$ cat config.mk
export PLATFORM = sky130hd
export DESIGN_NAME = mac_tap_sequencer
export DESIGN_NICKNAME = d
export VERILOG_FILES = /design/src/rtl/mac_tap_sequencer_pkg.sv /design/src/rtl/mac_tap_sequencer_valid_pipe.sv /design/src/rtl/mac_tap_sequencer.sv
export SDC_FILE = /design/constraint.sdc
export NUM_CORES = 1
export LEC_CHECK = 0
export CAP_MARGIN = 25
export CORE_AREA = 2 2 165 167
export CTS_CLUSTER_SIZE = 30
export DETAILED_ROUTE_END_ITERATION = 7
export DIE_AREA = 0 0 167 169
export PLACE_DENSITY = 0.69
export REMOVE_ABC_BUFFERS = 1
export SYNTH_ARGS = -nofsm -noshare
export SYNTH_HDL_FRONTEND = slang
export SYNTH_SLANG_ARGS = --single-unit
$ cat constraint.sdc
create_clock -name clk -period 3.6 [get_ports clk]
set_input_delay 0.54 -clock clk [delete_from_list [all_inputs] [get_ports clk]]
set_output_delay 0.54 -clock clk [all_outputs]
set_load 0.02 [all_outputs]
$ cat src/rtl/mac_tap_sequencer_pkg.sv
// Shared widths, state encoding and default latencies for the MAC tap sequencer.
// No logic; pure declarations.
// No flow control.
package mac_tap_sequencer_pkg;

    localparam int MAC_A_W     = 55;
    localparam int MAC_B_W     = 16;
    localparam int MAC_P_W     = 78;
    localparam int DEF_RD_LAT  = 1;
    localparam int DEF_MUL_LAT = 3;

    typedef enum logic [1:0] {
        IDLE   = 2'd0,
        ISSUE  = 2'd1,
        DRAIN  = 2'd2,
        FINISH = 2'd3
    } state_t;

endpackage

$ cat src/rtl/mac_tap_sequencer_valid_pipe.sv
// Delays a single qualifier bit (operand valid or first-tap tag) by DEPTH cycles.
// Latency DEPTH cycles; DEPTH=0 is a wire.
// No backpressure: advances every cycle.
module mac_valid_pipe #(
    parameter int DEPTH = 1
) (
    input  logic clk,
    input  logic rst_n,
    input  logic in_i,
    output logic out_o
);

    generate
        if (DEPTH == 0) begin : g_wire
            assign out_o = in_i;
        end else begin : g_pipe
            logic [DEPTH-1:0] stage_q;

            always_ff @(posedge clk) begin
                if (!rst_n) begin
                    stage_q <= '0;
                end else begin
                    stage_q[0] <= in_i;
                    for (int i = 1; i < DEPTH; i++) begin
                        stage_q[i] <= stage_q[i-1];
                    end
                end
            end

            assign out_o = stage_q[DEPTH-1];
        end
    endgenerate

endmodule

$ cat src/rtl/mac_tap_sequencer.sv
// Sequences one p <= c + a*b datapath through an N-tap dot product from coef/sample RAMs.
// done at start_cycle + len + RD_LAT + MUL_LAT + 2 (len=0: next cycle).
// start is ignored unless IDLE; no downstream backpressure.
module mac_tap_sequencer
    import mac_tap_sequencer_pkg::*;
#(
    parameter int ADDR_W  = 10,
    parameter int RD_LAT  = DEF_RD_LAT,
    parameter int MUL_LAT = DEF_MUL_LAT
) (
    input  logic               clk,
    input  logic               rst_n,
    input  logic               start,
    input  logic [ADDR_W:0]    len,
    input  logic [ADDR_W-1:0]  samp_base,
    output logic               busy,
    output logic               done,
    output logic [MAC_P_W-1:0] result,
    output logic               coef_rd_en,
    output logic [ADDR_W-1:0]  coef_addr,
    input  logic [MAC_A_W-1:0] coef_data,
    output logic               samp_rd_en,
    output logic [ADDR_W-1:0]  samp_addr,
    input  logic [MAC_B_W-1:0] samp_data,
    output logic [MAC_A_W-1:0] mac_a,
    output logic [MAC_B_W-1:0] mac_b,
    output logic [MAC_P_W-1:0] mac_c,
    input  logic [MAC_P_W-1:0] mac_p
);

    // DRAIN lasts RD_LAT+MUL_LAT+1 cycles; the tap counter is reused to time it.
    localparam logic [ADDR_W:0] DRAIN_LAST = (ADDR_W+1)'(RD_LAT + MUL_LAT);

    state_t               state_q, state_d;
    logic [ADDR_W:0]      tap_q, tap_d;
    logic [ADDR_W:0]      len_q, len_d;
    logic [ADDR_W-1:0]    base_q, base_d;
    logic [MAC_P_W-1:0]   result_q, result_d;

    logic issue;
    logic tap0;
    logic opnd_vld;
    logic first_tap;

    always_ff @(posedge clk) begin
        if (!rst_n) begin
            state_q  <= IDLE;
            tap_q    <= '0;
            len_q    <= '0;
            base_q   <= '0;
            result_q <= '0;
        end else begin
            state_q  <= state_d;
            tap_q    <= tap_d;
            len_q    <= len_d;
            base_q   <= base_d;
            result_q <= result_d;
        end
    end

    always_comb begin
        state_d  = state_q;
        tap_d    = tap_q;
        len_d    = len_q;
        base_d   = base_q;
        result_d = result_q;
        case (state_q)
            IDLE: begin
                if (start) begin
                    if (len == '0) begin
                        state_d  = FINISH;
                        result_d = '0;
                    end else begin
                        state_d = ISSUE;
                        len_d   = len;
                        base_d  = samp_base;
                        tap_d   = '0;
                    end
                end
            end
            ISSUE: begin
                if (tap_q == len_q - 1'b1) begin
                    state_d = DRAIN;
                    tap_d   = '0;
                end else begin
                    tap_d = tap_q + 1'b1;
                end
            end
            DRAIN: begin
                if (tap_q == DRAIN_LAST) begin
                    state_d  = FINISH;
                    tap_d    = '0;
                    result_d = mac_p;
                end else begin
                    tap_d = tap_q + 1'b1;
                end
            end
            FINISH: begin
                state_d = IDLE;
            end
            default: begin
                state_d = IDLE;
            end
        endcase
    end

    assign issue      = (state_q == ISSUE);
    assign tap0       = issue && (tap_q == '0);
    assign coef_rd_en = issue;
    assign samp_rd_en = issue;
    assign coef_addr  = issue ? tap_q[ADDR_W-1:0] : '0;
    assign samp_addr  = issue ? (base_q - tap_q[ADDR_W-1:0]) : '0;
    assign busy       = (state_q == ISSUE) || (state_q == DRAIN);
    assign done       = (state_q == FINISH);
    assign result     = result_q;

    mac_valid_pipe #(.DEPTH(RD_LAT)) u_vld_pipe (
        .clk   (clk),
        .rst_n (rst_n),
        .in_i  (issue),
        .out_o (opnd_vld)
    );

    // Tag lines up with tap 0's product at the adder input, so the old sum is dropped there.
    mac_valid_pipe #(.DEPTH(RD_LAT + MUL_LAT)) u_first_pipe (
        .clk   (clk),
        .rst_n (rst_n),
        .in_i  (tap0),
        .out_o (first_tap)
    );

    assign mac_a = opnd_vld  ? coef_data : '0;
    assign mac_b = opnd_vld  ? samp_data : '0;
    assign mac_c = first_tap ? '0 : mac_p;

endmodule

After elaboration in Yosys (flattened, before gate mapping):

Index checks and enable logic that the tools add are counted.
Widths: inputs -> output; s select.

* eq/ne operators: 10
* add/subtract/negate cells: 3
* bitwise operators: 1
* muxes and demuxes: 19
* reduce and logical (&&, ||, !) cells: 11

Operators by type and width (count)
* $mux 78: 4
* $pmux 78 s2: 1
* $mux 55: 1
* $mux 11: 4
* $pmux 11 s3: 1
* $logic_not 11->1: 2
* $mux 10: 2
* $mux 16: 1
* $add 11x1->11 const B: 1
* $eq 11x11->1: 1
* $eq 11x3->1 const B: 1
* $sub 11x1->11 const B: 1
* $sub 10x10->10: 1
* $reduce_and 3->1: 3
* $mux 2: 4
* $ne 2x2->1 const B: 4
* $pmux 2 s4: 1
* $eq 2x2->1 const B: 2
* $reduce_and 4->1: 1
* $reduce_bool 3->1: 1
* $eq 2x1->1 const B: 1
* $logic_not 2->1: 1
* $ne 2x1->1 const B: 1
* $reduce_bool 2->1: 1
* other kinds (3): 3

* input port bits: 173
* word-level logic and storage cells: 51
* output and inout bits: 251
* flip-flop bits (word level): 117

Longest topological paths before layout:

* word-level depth: 4
* depth in mapped cells: 12

Modules after synthesis:

A second synthesis with hierarchy kept.

* cell total of the unflattened synthesis: 734
* area total of the unflattened synthesis: 6386.1 µm²

By module, submodules not included
* mac_tap_sequencer: seq. area each 2242.2 µm², instances 1, area an instance 6254.7 µm², cells each 724
* mac_valid_pipe (u_first_pipe): seq. area each 80.1 µm², instances 1, area an instance 105.1 µm², cells each 8
* mac_valid_pipe (u_vld_pipe): seq. area each 20.0 µm², instances 1, area an instance 26.3 µm², cells each 2

Least setup slack after synthesis:

Ideal clock, no wire load.

* kind: reg-to-reg
* start: register len_q[0]
* end: register tap_q[2]
* path buffers: 3
* library setup time: 0.120 ns
* path slack: 0.791 ns
* required time: 3.480 ns
* stages on the path, launching flop included: 13
* arrival: 2.689 ns
* period minus slack after synthesis: 2.809 ns
* cell sequence: dfxtp_1 clkbuf_1 inv_1 ha_1 clkbuf_2 o21ba_1 a221o_1 a221oi_2 o2111ai_1 a221o_1 and4b_1 clkbuf_1 o2bb2ai_1

* longest elaborated chain between the ends: 4

RTL lines
* start, declared: RTL line mac_tap_sequencer.sv:36 `logic [ADDR_W:0] len_q, len_d;`
* start signal, assigned: RTL line mac_tap_sequencer.sv:55 `len_q <= len_d;`
* $sub 11x1->11: RTL line mac_tap_sequencer.sv:82 `if (tap_q == len_q - 1'b1) begin`
* $eq 11x11->1: RTL line mac_tap_sequencer.sv:82
* $mux 11: RTL line mac_tap_sequencer.sv:82
* $pmux 11 s3: RTL line mac_tap_sequencer.sv:67 `case (state_q)`
* end signal, assigned: RTL line mac_tap_sequencer.sv:54 `tap_q <= tap_d;`
* end, declared: RTL line mac_tap_sequencer.sv:35 `logic [ADDR_W:0] tap_q, tap_d;`

Every way passes these cells.
A chain may end at the register's enable or synchronous reset.

Worst setup path after layout:

* start: register base_q[0]
* end: output port samp_addr[8]

* longest elaborated chain between the ends: 2

RTL lines
* start, declared: RTL line mac_tap_sequencer.sv:37 `logic [ADDR_W-1:0] base_q, base_d;`
* start signal, assigned: RTL line mac_tap_sequencer.sv:56 `base_q <= base_d;`
* $sub 10x10->10: RTL line mac_tap_sequencer.sv:112 `assign samp_addr = issue ? (base_q - tap_q[ADDR_W-1:0]) : '0;`
* $mux 10: RTL line mac_tap_sequencer.sv:112
* end, declared: RTL line mac_tap_sequencer.sv:23 `output logic [ADDR_W-1:0] samp_addr,`

Every way passes these cells.

==> reports/qor_table.md <==
| Result | Reported |
|:---|:---|
| Outcome | complete, no violations |
| Largest cells by area after synthesis | sky130_fd_sc_hd__dfxtp_1 37%, sky130_fd_sc_hd__nor2b_1 16%, sky130_fd_sc_hd__a22oi_1 9.1%, sky130_fd_sc_hd__and2_1 9.1%, sky130_fd_sc_hd__ha_1 3.1% |
| Count of pins on the block boundary | 424 |
| Number of global-route vias before repair | 6501 |
| Wire length reported by the detailed router | 25900 um |
| Vias | 6763 |
| Total DRC errors in the routed layout | 0 |
| Share of the synthesized area in the top cell type | 36.5% |
| Seq/Total Area, Yosys | 36.5% |
| Horizontal die dimension | 167 um |
| Row count | 60 |
| Clock Path Buffers | 2 |
| Multi-input gate area | 3760 sq um |
| CP bufs+invs | 3 |
| Final Hold Vio Count | 0 |
| Cell type with the largest total area after synthesis | sky130_fd_sc_hd__dfxtp_1 |
| Clock slew at the register clock pins of the worst setup and hold paths | 60 ps |
| Power density over cell area | 456 nW/um^2 |
| Initial drt markers | 377 |
| Layout cells sized above 1 | 5.05% |
| Worst path cell trace | inv_1 -> ha_1 -> inv_1 -> fa_1 -> a21o_1 -> a21oi_1 -> o21bai_1 -> a21oi_2 -> o21ai_0 -> xor2_1 -> and2_1 -> dlygate4sd2_1 |
| Register bit count reported by yosys | 117 |
| Overall routing resource usage | 17.6% |
| Category of the worst setup path capture point | output port |
| Slowest cell on the critical path | sky130_fd_sc_hd__fa_1 |
| Largest driver fanout on the critical path | 2 |
| Number of max-cap violations | 0 |
| Fillcell total | 2620 |
| Slack of the critical path | 222 ps |
| First-pass GRT wire length | 38800 um |
| Number of failing setup endpoints in the final timing report | 0 |
| Gr ovfl total | 0 |
| Share of the clock period used by the worst path after layout | 93.8% |
| Arrival time at the worst endpoint | 2840 ps |
| Total iterations of the first detailed-routing run | 4 |
| Distinct cells, synth | 53 |
| Gate family responsible for the most delay along the worst path | compound AO/OA/AOI/OAI gates |
| Final ANT Viol Nets | 0 |
| Wire length per cell after detailed routing | 17.1 um |
| Type of the most critical hold path | reg -> reg |
| Number of buffers inserted during clock tree synthesis | 17 |
| RSZ-0062 raised after global routing | no |
| Net total in the final layout | 1346 |
| Starting utilization of the core area | 24.2% |
| Vert. Die Dim | 169 um |
| Number of sinks on the clock net | 117 |
| Synth warn | 0 |
| Setup crit start kind | register |
| Internal reg-to-reg setup slack | 520 ps |
| Core footprint | 26500 sq um |
| Routability Congestion | 0.811 |
| Maximum vdd ir drop | 0.288 mV |
| Most frequent CP cell | sky130_fd_sc_hd__inv_1 |
| Total design power | 5.29 mW |
| CTS tree | built |
| Clk Tree Root Cell | sky130_fd_sc_hd__clkbuf_16 |
| Max Fclk | 296 MHz |
| Post-DP HPWL | 19600 um |
| Largest net degree at the start of global routing | 79 |
| Hold WS | 433 ps |
| Worst EP required | 3060 ps |
| Slew at the pin closest to its max-slew limit | 908 ps |
| Vias per std cell | 4.48 |
| Clock latency on the worst-skew pair | 420 ps |
| Post-route insts no fill | 1511 |
| Cell area after synthesis | 6410 sq um |
| Post-Syn Instances | 763 |
| Number of buffers added for setup after CTS | 0 |
| Slew HR | 39.5% |
| H-tree depth reported by CTS | 4 |
| Sequential cell area | 2350 sq um |
| Primary flip-flop cell chosen by synthesis mapping | sky130_fd_sc_hd__dfxtp_1 |
| Post-Place Cell Area | 10900 sq um |
| Antenna violations before repair | 1 |
| Post-synth EDFFs | 0 |
| Final min period | 3380 ps |
| Port bufs | 423 |
| Largest stage delay, worst path | 400 ps |
| Most common library cell in the layout ignoring fill and taps | sky130_fd_sc_hd__clkdlybuf4s50_1 |
| Crit Path Category | reg -> out |
| Average cell area after synthesis | 8.40 sq um |
| Share of async-settable or async-resettable flops after synthesis | 0% |
| Max Transition Viols Final | 0 |
| Most frequent cells in the layout | 417 x sky130_fd_sc_hd__clkdlybuf4s50_1, 159 x sky130_fd_sc_hd__nor2b_1, 114 x sky130_fd_sc_hd__dfxtp_1 |
| Lkg Pwr | 4.19 nW |
| Cell Count Post-Placement | 1478 |
| Area growth syn-to-layout | 80.9% |
| DIE AREA | 28200 sq um |
| Clock skew | 11.9 ps |
| Finished layout cell area | 11600 sq um |
| Worst-case setup slack after placement | 276 ps |
path summary, 6_finish.rpt:
path,from,endpoint,cells past startpoint
min,u_first_pipe.g_pipe.stage_q[1],u_first_pipe.g_pipe.stage_q[2],1
min reg2reg,u_first_pipe.g_pipe.stage_q[1],u_first_pipe.g_pipe.stage_q[2],1
max,base_q[0],samp_addr[8],12
max reg2reg,len_q[0],tap_q[3],9
cell families (layout without fill, tap and decap cells):
logic type / after synthesis / count (layout) / synth area share, %
AO/OA/AOI/OAI: 158 / 158 / 18.3
AND/OR/NAND/NOR: 367 / 367 / 33.7
buffers and inverters: 84 / 490 / 5.21
multiplexers: 1 / 1 / 0.156
adder cells (fa/ha/maj): 17 / 17 / 3.44
XOR/XNOR: 19 / 19 / 2.60
flip-flops: 117 / 117 / 36.5
other: 0 / 1 / 0
Yosys cell counts, types with 3 or more instances:
| library cell | instances |
|---|---|
| sky130_fd_sc_hd__nor2b_1 | 159 |
| sky130_fd_sc_hd__dfxtp_1 | 117 |
| sky130_fd_sc_hd__and2_1 | 93 |
| sky130_fd_sc_hd__a22oi_1 | 78 |
| sky130_fd_sc_hd__clkbuf_1 | 53 |
| sky130_fd_sc_hd__nand2_1 | 53 |
| sky130_fd_sc_hd__a21boi_0 | 24 |
| sky130_fd_sc_hd__inv_1 | 23 |
| sky130_fd_sc_hd__ha_1 | 16 |
| sky130_fd_sc_hd__xnor2_1 | 14 |
| sky130_fd_sc_hd__nor2_1 | 12 |
| sky130_fd_sc_hd__nor3_1 | 11 |
| sky130_fd_sc_hd__a21oi_1 | 9 |
| sky130_fd_sc_hd__nand3_1 | 9 |
| sky130_fd_sc_hd__o21ai_0 | 9 |
| sky130_fd_sc_hd__or3_1 | 8 |
| sky130_fd_sc_hd__a41oi_1 | 7 |
| sky130_fd_sc_hd__o2bb2ai_1 | 7 |
| sky130_fd_sc_hd__buf_2 | 5 |
| sky130_fd_sc_hd__xor2_1 | 5 |
| sky130_fd_sc_hd__a31oi_1 | 4 |
| sky130_fd_sc_hd__a21o_1 | 3 |
| sky130_fd_sc_hd__and4_1 | 3 |
| sky130_fd_sc_hd__nand4_1 | 3 |
| sky130_fd_sc_hd__nor4_1 | 3 |
cell type report:
cell class                 instances  area share (%)
antenna                            1          0.0216
sequential                       117            20.2
tap                              341            3.68
multi-input combinational        562            32.5
inverter                          23           0.745
timing repair buffer             435            37.4
clock buffer                      18            3.79
clock inverter                    14            1.65
repair_timing:
action,in CTS,in global routing
gates resized for setup,6,6
endpoints found under the hold margin,0,0
setup endpoints to repair,5,4
pin swaps,0,1
hold buffers,0,0
stage by stage:
stage,setup TNS (ps),utilization (%)
3_3_place_gp,0,41.3
3_5_place_dp,0,41.3
5_1_grt,0,43.8
6_report,0,43.8
4_1_cts,0,43.7
2_1_floorplan,-295300,-
routing by layer:
layer	share of wire [%]	vias up	wire length, um	track usage [%]
li1	-	3392	-	-
met1	44	3125	11300	21.9
met2	49	223	12700	30.2
met3	5.8	23	1490	4.63
met4	1.6	0	406	4.46
met5	0	-	0	0
power by group:
group          internal, mW  switching, mW
logic                 0.917           1.11
clock network          1.13          0.703
registers              1.37         0.0623
total                  3.42           1.88
state kept, by name (all words and copies together), names as in the netlist:
name                         flops
u_first_pipe.g_pipe.stage_q      4
state_q                          2
result                          78
u_vld_pipe.out_o                 1
len_q                           11
tap_q                           11
base_q                          10
Note: power is estimated with default switching activity, not from simulation.
